**config.mk**
```make
export PLATFORM = sky130hd
export DESIGN_NAME = rf_access_arbiter
export DESIGN_NICKNAME = d
export VERILOG_FILES = /design/src/rtl/rf_access_arbiter.sv
export SDC_FILE = /design/constraint.sdc
export NUM_CORES = 1
export LEC_CHECK = 0
export CORE_UTILIZATION = 37
export CTS_CLUSTER_DIAMETER = 60
export DETAILED_ROUTE_END_ITERATION = 16
export PLACE_DENSITY = 0.87
export SLEW_MARGIN = 20
export SYNTH_ARGS = -nofsm -noshare
export SYNTH_HDL_FRONTEND = slang
export SYNTH_SLANG_ARGS = --single-unit
```
**constraint.sdc**
```tcl
create_clock -name clk -period 4.6 [get_ports clk]
set_input_delay 0.92 -clock clk [delete_from_list [all_inputs] [get_ports clk]]
set_output_delay 0.92 -clock clk [all_outputs]
set_load 0.02 [all_outputs]
```
**src/rtl/rf_access_arbiter.sv**
```systemverilog
// Round-robin, burst-limited arbiter sharing the register-file access path between the core (req 0) and the host loader (req 1).
// Optional macro RF_WRITE_PROTECT_EN blocks host writes to the low protected registers and flags them on prot_err_o.
module rf_access_arbiter #(
    parameter int DW         = 26,
    parameter int AW         = 5,
    parameter int MAX_BURST  = 4,
    parameter int PROT_LIMIT = 6
) (
    input  logic            clk,
    input  logic            rst_n,
    input  logic [1:0]      req_i,
    input  logic [1:0]      wr_i,
    input  logic [2*AW-1:0] src0_i,
    input  logic [2*AW-1:0] src1_i,
    input  logic [2*AW-1:0] dst_i,
    input  logic [2*DW-1:0] wdata_i,
    output logic [1:0]      gnt_o,
    output logic [1:0]      rvalid_o,
    output logic [DW-1:0]   rdata0_o,
    output logic [DW-1:0]   rdata1_o,
    output logic            prot_err_o,
    output logic [AW-1:0]   rf_src0,
    output logic [AW-1:0]   rf_src1,
    output logic [AW-1:0]   rf_dst,
    output logic            rf_we,
    output logic [DW-1:0]   rf_data,
    input  logic [DW-1:0]   rf_data0,
    input  logic [DW-1:0]   rf_data1
);

    localparam int CW = (MAX_BURST > 1) ? $clog2(MAX_BURST) : 1;
    localparam logic [CW-1:0] BURST_LAST = CW'(MAX_BURST - 1);
`ifdef RF_WRITE_PROTECT_EN
    localparam bit PROT_EN = 1'b1;
`else
    localparam bit PROT_EN = 1'b0;
`endif

    typedef enum logic [1:0] {
        S_IDLE = 2'd0,
        S_OWN0 = 2'd1,
        S_OWN1 = 2'd2
    } state_e;

    state_e          state_q, state_d;
    logic            rr_ptr_q, rr_ptr_d;
    logic [CW-1:0]   cnt_q, cnt_d;
    logic [1:0]      rvalid_q, rvalid_d;
    logic [DW-1:0]   rdata0_q, rdata1_q;
    logic            prot_err_q;

    logic            owner_s;
    logic            other_s;
    logic [1:0]      gnt_s;
    logic [AW-1:0]   dst_s;
    logic            blocked_s;

    // Next-state, burst counting and round-robin pointer update
    always_comb begin
        state_d  = state_q;
        rr_ptr_d = rr_ptr_q;
        cnt_d    = cnt_q;
        gnt_s    = 2'b00;
        owner_s  = 1'b0;
        other_s  = 1'b1;
        case (state_q)
            S_IDLE: begin
                cnt_d = {CW{1'b0}};
                if (req_i[0] && req_i[1]) begin
                    state_d = rr_ptr_q ? S_OWN1 : S_OWN0;
                end else if (req_i[0]) begin
                    state_d = S_OWN0;
                end else if (req_i[1]) begin
                    state_d = S_OWN1;
                end else begin
                    state_d = S_IDLE;
                end
            end
            S_OWN0, S_OWN1: begin
                owner_s        = (state_q == S_OWN1);
                other_s        = ~owner_s;
                gnt_s[owner_s] = req_i[owner_s];
                if (!req_i[owner_s]) begin
                    cnt_d    = {CW{1'b0}};
                    rr_ptr_d = other_s;
                    state_d  = req_i[other_s] ? (other_s ? S_OWN1 : S_OWN0) : S_IDLE;
                end else if (req_i[other_s] && (cnt_q == BURST_LAST)) begin
                    cnt_d    = {CW{1'b0}};
                    rr_ptr_d = other_s;
                    state_d  = other_s ? S_OWN1 : S_OWN0;
                end else if (cnt_q != BURST_LAST) begin
                    cnt_d = cnt_q + CW'(1);
                end else begin
                    cnt_d = cnt_q;
                end
            end
            default: begin
                state_d = S_IDLE;
                cnt_d   = {CW{1'b0}};
            end
        endcase
    end

    // Owner-selected regfile access path; IDLE presents requester 0's fields
    always_comb begin
        dst_s     = owner_s ? dst_i[2*AW-1:AW] : dst_i[AW-1:0];
        rf_src0   = owner_s ? src0_i[2*AW-1:AW] : src0_i[AW-1:0];
        rf_src1   = owner_s ? src1_i[2*AW-1:AW] : src1_i[AW-1:0];
        rf_data   = owner_s ? wdata_i[2*DW-1:DW] : wdata_i[DW-1:0];
        rf_dst    = dst_s;
        // Host writes into the constant area are consumed but never reach the regfile
        blocked_s = PROT_EN & owner_s & wr_i[1] & (int'(dst_s) < PROT_LIMIT);
        rf_we     = (|gnt_s) & wr_i[owner_s] & ~blocked_s;
        rvalid_d  = gnt_s & ~wr_i;
    end

    // State, read-return and sticky error registers
    always_ff @(posedge clk or negedge rst_n) begin
        if (!rst_n) begin
            state_q    <= S_IDLE;
            rr_ptr_q   <= 1'b0;
            cnt_q      <= {CW{1'b0}};
            rvalid_q   <= 2'b00;
            rdata0_q   <= {DW{1'b0}};
            rdata1_q   <= {DW{1'b0}};
            prot_err_q <= 1'b0;
        end else begin
            state_q  <= state_d;
            rr_ptr_q <= rr_ptr_d;
            cnt_q    <= cnt_d;
            rvalid_q <= rvalid_d;
            if (|rvalid_d) begin
                rdata0_q <= rf_data0;
                rdata1_q <= rf_data1;
            end
            if ((|gnt_s) && blocked_s) begin
                prot_err_q <= 1'b1;
            end
        end
    end

    assign gnt_o      = gnt_s;
    assign rvalid_o   = rvalid_q;
    assign rdata0_o   = rdata0_q;
    assign rdata1_o   = rdata1_q;
    assign prot_err_o = prot_err_q;

endmodule

```
==> flow_summary.yaml, run 1 <==
synthesis:
  synth_warnings: 0
  syn_avg_cell_area_um2: 14.92
  ys_ff_latch: 59
  synth_fp_nets: 359
  yosysUniqueCellTypes: 27
  synthCells: 214
  synth-seq-area-share_pct: 46.24
  synth_area_um2: 3193
timing:
  drv_slew: 0
  period_needed_ps: 3743
  slew_headroom_pct: 40.98
  rsz0062_at_grt: "no"
  setup-violations-final: 0
  clock_skew_ps: 6.593
  clock.fmax_mhz: 267.2
  tightestPinTransition_ps: 885.3
  finalHoldViolations: 0
  min_period_over_period_pct: 81.37
  setup_tns_ps: 0
finish:
  fillers: 569
  layout_common_cells: "clkdlybuf4s50_1, dfrtp_1, mux2_4"
  layout.nets: 598
  multi_input_area_um2: 1563
  final_common_cell: "clkdlybuf4s50_1"
  fin_util_pct: 69.82
  layout-drive-gt1-share_pct: 26.20
  area_growth_pct: 81.47
  final-seq-area_um2: 1476
  antenna_cells: 0
worst_setup_path:
  arrival_ps: 2820
  critPathMaxStageDelay_ps: 730
  critical_path_class: "register to output port"
  endpoint_kind: "output port"
  crit_family: "buffers and inverters"
  crit_path_start_kind: "register"
  cp_max_fo: 35
  cp_slowest_cell: "ha_2"
  path_cells: "inv_1 -> ha_2 -> buf_4 -> mux2_2 -> clkdlybuf4s50_1"
  required_ps: 3680
  critPathBufInv: 3
clock_tree:
  post_cts_buffers: 0
  cts.path.max_buffers: 2
  post_cts_resized: 0
  cts_tree: "yes"
  cts_buffers: 9
  clk_pin_slew_ps: 70
  clock-root-buffer: "clkbuf_8"
  h-tree-depth: 3
  cts_sinks: 59
  ctsHoldBuffers: 0
  clk_latency_ps: 330
power:
  power.density_nw_per_um2: 644.8
  p_leak_nw: 2.436
  peakVddDrop_v: 0.0002602
floorplanning:
  die_area_um2: 9005
  io_pins: 239
  die_x_um: 94.90
  row_count: 33
  start_util_pct: 38.47
  core_um2: 8299
  die_y_um: 94.90
placed_design:
  port-buffer-count: 237
  hpwlAfterDp_um: 8017
  gp_congestion: 0.8043
routing:
  wl_met1_um: 3612
  top_layer: "met4"
  dr_total_vias: 2667
  wl_um: 10220
  ant_nets: 0
  drt-wirelength-per-cell_um: 18.14
  drt_iter0_drc: 67
  dr_wl_met3_um: 848
  first_pass_iters: 4
  drc: 0
  avgViaCountPerCell: 4.737
  met2_length_um: 5514
global_route:
  gr-total-overflow: 0
  grt_pass1_wl_um: 14550
  grtUsageTotal_pct: 21.89
  grt_pass1_vias: 2841
  antenna_found_initial: 0
  grt_max_degree: 60
flow_run:
  max_cap_violations: 0
worst_hold_path:
  hold_path.class: "register to register"
outcome:
  outcome: "completed"
==> worst reg2reg max path: stages (launching register included) <==
cell and delay (ps):
dfrtp_1 390, inv_1 120, ha_2 730, mux2_4 320, nand2_4 70, o22ai_4 660, buf_12 360, mux2_4 360
==> sequential cells by signal (all words and copies together) (netlist names) <==
register and cells:
cnt_q 2, rr_ptr_q 1, state_q 2, rdata1_o 26, rdata0_o 26, rvalid_o 2
==> cell families after synthesis <==
kind of cell               count (synthesis)  synth area share, %
AOI/OAI and AO/OA                         14                2.861
xor gates and xnor gates                   1               0.2743
adders and majority gates                  5                1.959
buffers and inverters                     17                4.898
DFF                                       59                46.24
muxes                                     98                40.44
other                                      1               0.1174
and+or+nand+nor                           19                3.214
==> stage by stage <==
| stage | area (um2) | total power, mW | hold WS (ps) | instances | setup WS [ps] |
|---|---|---|---|---|---|
| 6_report | 5794 | 3.736 | 510.9 | 563 | 856.8 |
| 5_1_grt | 5794 | 3.917 | 518.9 | 563 | 723.0 |
| 4_1_cts | 5794 | 3.776 | 513.6 | 563 | 824.8 |
| 3_5_place_dp | 5592 | 3.264 | 492.4 | 547 | 1022 |
| 3_3_place_gp | 5592 | 3.210 | 489.7 | 547 | 1062 |
| 2_1_floorplan | 3193 | 2.318 | 507.9 | 214 | 2046 |
==> power breakdown <==
part	total [mW]	switching (mW)	leakage (nW)	internal, mW
registers	0.928	0.150	0.709	0.778
clock network	0.480	0.215	0.102	0.265
logic	2.33	1.01	1.63	1.32
==> worst paths after layout <==
path                       depth (start not counted)    startpoint  slack (ps)            to
setup / recovery                                   5    state_q[0]         860   rf_data[10]
hold / removal                                     1  rdata1_o[22]         510  rdata1_o[22]
setup reg to reg                                   7    state_q[0]        1480  rdata0_o[17]
hold reg to reg                                    1  rdata1_o[22]         510  rdata1_o[22]
max in group asynchronous                          2         rst_n        3380  rdata1_o[21]
min in group asynchronous                          2         rst_n         730  rdata0_o[23]
==> layer usage <==
layer / up-vias / global-route usage, %
met5: - / 0
met4: 0 / 8.207
met1: 1273 / 22.14
met3: 16 / 7.810
li1: 1235 / -
met2: 143 / 40.77
==> cell usage after synthesis <==
library cell	n	area share (%)
buf_12	5	3.1
clkbuf_1	4	0.47
a211oi_1	1	0.24
a31oi_1	1	0.20
mux2i_1	3	0.94
dfrtp_1	59	46
nand3_2	1	0.31
a21boi_0	1	0.24
a21oi_1	7	1.1
conb_1	1	0.12
mux2_2	44	16
buf_4	3	0.71
ha_1	5	2.0
nand2_4	1	0.35
nand2b_1	1	0.20
mux2_4	51	24
xor2_1	1	0.27
o21ai_0	3	0.47
nand2_1	5	0.59
inv_1	5	0.59
nand3_1	2	0.31
o22ai_4	1	0.63
and2b_2	1	0.27
or2b_1	1	0.24
nor3_1	1	0.16
nor2b_1	1	0.20
nor2_1	5	0.59
==> layout make-up <==
class,instances,share of cell area (%)
timing repair buffer,240,41.46
multi-input combinational,138,26.97
sequential,59,25.48
clock buffer,10,2.375
tap,105,2.267
clock inverter,6,1.123
inverter,5,0.3239
No activity file was read; power rests on OpenSTA's default activity.
==> run 2: changes to the inputs <==
Settings changed: CORE_UTILIZATION 37 to 34, PLACE_DENSITY 0.87 to 0.81.
Clock period 4.6 ns to 3.75 ns, I/O delays scaled along.
==> run 2 against run 1 <==
Compared with the run above:
- clock skew increased by 2.1 ps
- worst setup slack got worse by 400 ps
- final cell count increased by 1.1%
- first-iteration DRC count decreased by 25%
- global-route usage decreased by 1.2 points
- sequential cell count unchanged
- critical endpoint is now rf_data[23]
- largest power group unchanged
==> flow_summary.yaml, run 2 (same netlist as run 1, synthesis figures left out) <==
outcome:
  outcome: "completed"
worst_setup_path:
  reg2reg_from: "state_q[0]"
  required_ps: 3000
  rr_worst_depth: 7
  cp_max_fo: 16
  crit_path_start_kind: "register"
  critical_path_class: "register to output port"
  arrival_ps: 2550
  endpoint_kind: "output port"
  r2r-end: "rdata1_o[20]"
  reg2reg_setup_slack_ps: 1150
finish:
  layout-drive-gt1-share_pct: 26.68
  area_growth_pct: 83.35
  antenna_cells: 0
  layout.nets: 601
  fillers: 686
  layout_common_cells: "clkdlybuf4s50_1, dfrtp_1, mux2_4"
  final_common_cell: "clkdlybuf4s50_1"
routing:
  drc: 0
  avgViaCountPerCell: 4.728
  drt_iter0_drc: 50
  ant_nets: 0
  drt-wirelength-per-cell_um: 17.73
  dr_total_vias: 2690
  first_pass_iters: 4
  wl_um: 10090
worst_hold_path:
  hold_path.class: "input port to asynchronous set/reset pin"
clock_tree:
  clock-root-buffer: "clkbuf_8"
  cts_buffers: 9
  post_cts_resized: 0
  cts_sinks: 59
  ctsHoldBuffers: 0
  clk_pin_slew_ps: 70
  post_cts_buffers: 0
  cts.path.max_buffers: 2
  h-tree-depth: 3
  cts_tree: "yes"
  clk_latency_ps: 330
timing:
  rsz0062_at_grt: "no"
  min_period_over_period_pct: 87.94
  period_needed_ps: 3298
  drv_slew: 0
  slew_headroom_pct: 50.42
  tightestPinTransition_ps: 743.7
  setup_tns_ps: 0
  setup_ws_ps: 452.1
  clock.fmax_mhz: 303.2
  finalHoldViolations: 0
  clock_skew_ps: 8.671
  setup-violations-final: 0
global_route:
  met2_usage_pct: 37.76
  top_usage_layer: "met2"
  gr-total-overflow: 0
  gr-usage-met3_pct: 8.794
  grt_pass1_vias: 3021
  grt_max_degree: 33
  grtUsageTotal_pct: 20.71
  use_met1_pct: 21.05
  antenna_found_initial: 0
  grt_pass1_wl_um: 15450
power:
  power.density_nw_per_um2: 797.8
  p_leak_nw: 2.467
  peakVddDrop_v: 0.0003344
  power_mw: 4.671
placed_design:
  pre_cts_ws_ps: 513.8
  port-buffer-count: 237
  hpwlAfterDp_um: 8028
  gp_congestion: 0.7903
floorplanning:
  die_x_um: 98.91
  core_um2: 8891
  row_count: 34
  die_area_um2: 9783
  io_pins: 239
  die_y_um: 98.91
  start_util_pct: 35.91
flow_run:
  max_cap_violations: 0
run 2: layout make-up:
| cell class | count | area (um2) | area share, % |
|---|---|---|---|
| inverters | 5 | 18.77 | 0.3206 |
| clock inverters | 7 | 100.1 | 1.710 |
| multi-input cells | 138 | 1563 | 26.69 |
| well taps | 108 | 135.1 | 2.308 |
| clock buffers | 9 | 123.9 | 2.116 |
| flip-flops and latches | 59 | 1476 | 25.22 |
| repair buffers | 243 | 2437 | 41.63 |
run 2: worst max path at each step:
| stage | from | to | depth (start not counted) |
|---|---|---|---|
| finish | state_q[0] | rf_data[23] | 5 |
| detailed placement | req_i[1] | rf_we | 5 |
| CTS | state_q[0] | rf_data[17] | 5 |
| floorplan | state_q[0] | rf_we | 6 |
| global route | state_q[0] | rf_data[17] | 5 |
| global placement | req_i[1] | rf_we | 5 |
run 2: power by group:
part	total, mW	internal [mW]	switching [mW]
logic	2.89	1.64	1.25
clock network	0.644	0.378	0.266
registers	1.14	0.955	0.182
run 2: worst max-delay path, cell delays in order, from the launching register on:
cell	delay, ps
dfrtp_1	390
inv_1	130
ha_2	490
buf_4	290
mux2_2	360
clkdlybuf4s50_1	560
run 2: per-layer routing:
layer / vias up / routed length [um]
met5: - / 0
met4: 0 / 174
met3: 14 / 956
met2: 153 / 5322
met1: 1283 / 3636
li1: 1240 / -
run 2: through the flow:
step	util [%]	instance area, um2	cells	hold WS (ps)
5_1_grt	65.85	5854	569	516.3
4_1_cts	65.85	5854	569	484.6
2_1_floorplan	-	3193	214	454.4
3_5_place_dp	63.33	5630	553	492.7
6_report	65.85	5854	569	476.0
3_3_place_gp	63.33	5630	553	490.0
==> run 3: changes to the inputs <==
Settings changed: CORE_MARGIN set to 5.
==> run 3 against run 2 <==
Compared with the run above:
- first-iteration DRC count is 84% higher
- power is 1.0% lower
- non-clock buffer count up 2
- core utilization decreased by 2.2 points
- critical path type unchanged
- critical endpoint is now rf_data[18]
- largest power group unchanged
- highest routed layer unchanged
==> flow_summary.yaml, run 3 (same netlist as run 1, synthesis figures left out) <==
worst_hold_path:
  hold_path.class: "input port to asynchronous set/reset pin"
floorplanning:
  io_pins: 239
  row_count: 35
  die_x_um: 106.9
  die_y_um: 106.9
  start_util_pct: 34.72
  die_area_um2: 11430
  core_um2: 9196
placed_design:
  hpwlAfterDp_um: 9002
  dpl_cell_area_um2: 5649
  gp_congestion: 0.7897
  port-buffer-count: 237
  placed_cells: 558
global_route:
  gr-total-overflow: 0
  antenna_found_initial: 0
  grtUsageTotal_pct: 18.55
  grt_pass1_wl_um: 16320
  grt_pass1_vias: 3102
  grt_max_degree: 40
power:
  peakVddDrop_v: 0.0003445
  p_leak_nw: 2.459
  power.density_nw_per_um2: 790.2
  power_mw: 4.622
routing:
  wl_um: 10880
  drc: 0
  dr_total_vias: 2745
  first_pass_iters: 4
  avgViaCountPerCell: 4.782
  drt-wirelength-per-cell_um: 18.96
  ant_nets: 0
  drt_iter0_drc: 92
timing:
  clock.fmax_mhz: 302.3
  setup_tns_ps: 0
  setup-violations-final: 0
  period_needed_ps: 3308
  slew_headroom_pct: 51.69
  hold_ws_ps: 361.6
  rsz0062_at_grt: "no"
  drv_slew: 0
  min_period_over_period_pct: 88.20
  clock_skew_ps: 14.90
  tightestPinTransition_ps: 724.6
  finalHoldViolations: 0
worst_setup_path:
  critical_path_class: "register to output port"
  critPathMaxStageDelay_ps: 590
  required_ps: 3000
  cp_max_fo: 24
  crit_path_start_kind: "register"
  arrival_ps: 2560
  path_cells: "inv_1 -> ha_2 -> buf_4 -> mux2_2 -> clkdlybuf4s50_1"
  cp_slowest_cell: "clkdlybuf4s50_1"
  crit_family: "buffers and inverters"
  endpoint_kind: "output port"
  critPathBufInv: 3
finish:
  layout-drive-gt1-share_pct: 27.00
  design_area_um2: 5849
  fillers: 698
  area_growth_pct: 83.19
  multi_input_area_um2: 1563
  final-seq-area_um2: 1476
  stdcell_count: 574
  final_common_cell: "clkdlybuf4s50_1"
  layout_common_cells: "clkdlybuf4s50_1, dfrtp_1, mux2_4"
  layout.nets: 603
  antenna_cells: 0
clock_tree:
  cts_sinks: 59
  cts_buffers: 9
  ctsHoldBuffers: 0
  clock-root-buffer: "clkbuf_8"
  post_cts_buffers: 0
  cts.path.max_buffers: 2
  cts_tree: "yes"
  h-tree-depth: 3
  clk_latency_ps: 340
  post_cts_resized: 0
  clk_pin_slew_ps: 80
outcome:
  outcome: "completed"
flow_run:
  max_cap_violations: 0
-- run 3: final timing paths --
path	to	cells past startpoint	slack (ps)	start
max in group asynchronous	rdata1_o[17]	2	2480	rst_n
min reg2reg	rdata1_o[7]	1	510	rdata1_o[7]
min	rdata0_o[3]	1	360	rst_n
max reg2reg	rdata1_o[17]	7	1260	state_q[0]
max	rf_data[18]	5	440	state_q[0]
min in group clk	rdata1_o[7]	1	510	rdata1_o[7]
-- run 3: metal layers --
metal,track usage (%),wire [um]
met1,18.44,3739
met2,34.44,5761
met3,7.887,1121
met4,6.301,258
met5,0,0
-- run 3: where the power goes --
| group | switching, mW | internal (mW) | leakage [nW] |
|---|---|---|---|
| combinational | 1.26 | 1.64 | 1.65 |
| sequential | 0.183 | 0.954 | 0.709 |
| clock | 0.270 | 0.310 | 0.0958 |
| total | 1.71 | 2.91 | 2.46 |
-- run 3: worst register-to-register path: cells and delay by family, from the launching register on --
kind,cells,cell delay (ps)
buf+inv,2,420
mux,2,580
fa+ha+maj,1,380
compound gates,1,550
simple gates,1,70
flops,1,380
-- run 3: through the flow --
step | setup WS, ps | utilization, %
6_report | 442.5 | 63.61
5_1_grt | 315.3 | 63.61
4_1_cts | 395.3 | 63.61
3_5_place_dp | 524.3 | 61.43
3_3_place_gp | 569.2 | 61.43
2_1_floorplan | 1366 | -
-- run 3: layout make-up --
class | count | area share [%]
multi-input cells | 138 | 26.72
clock inverters | 7 | 1.305
inverters | 5 | 0.3209
flip-flops and latches | 59 | 25.24
clock buffers | 9 | 2.118
repair buffers | 245 | 41.93
well taps | 111 | 2.374
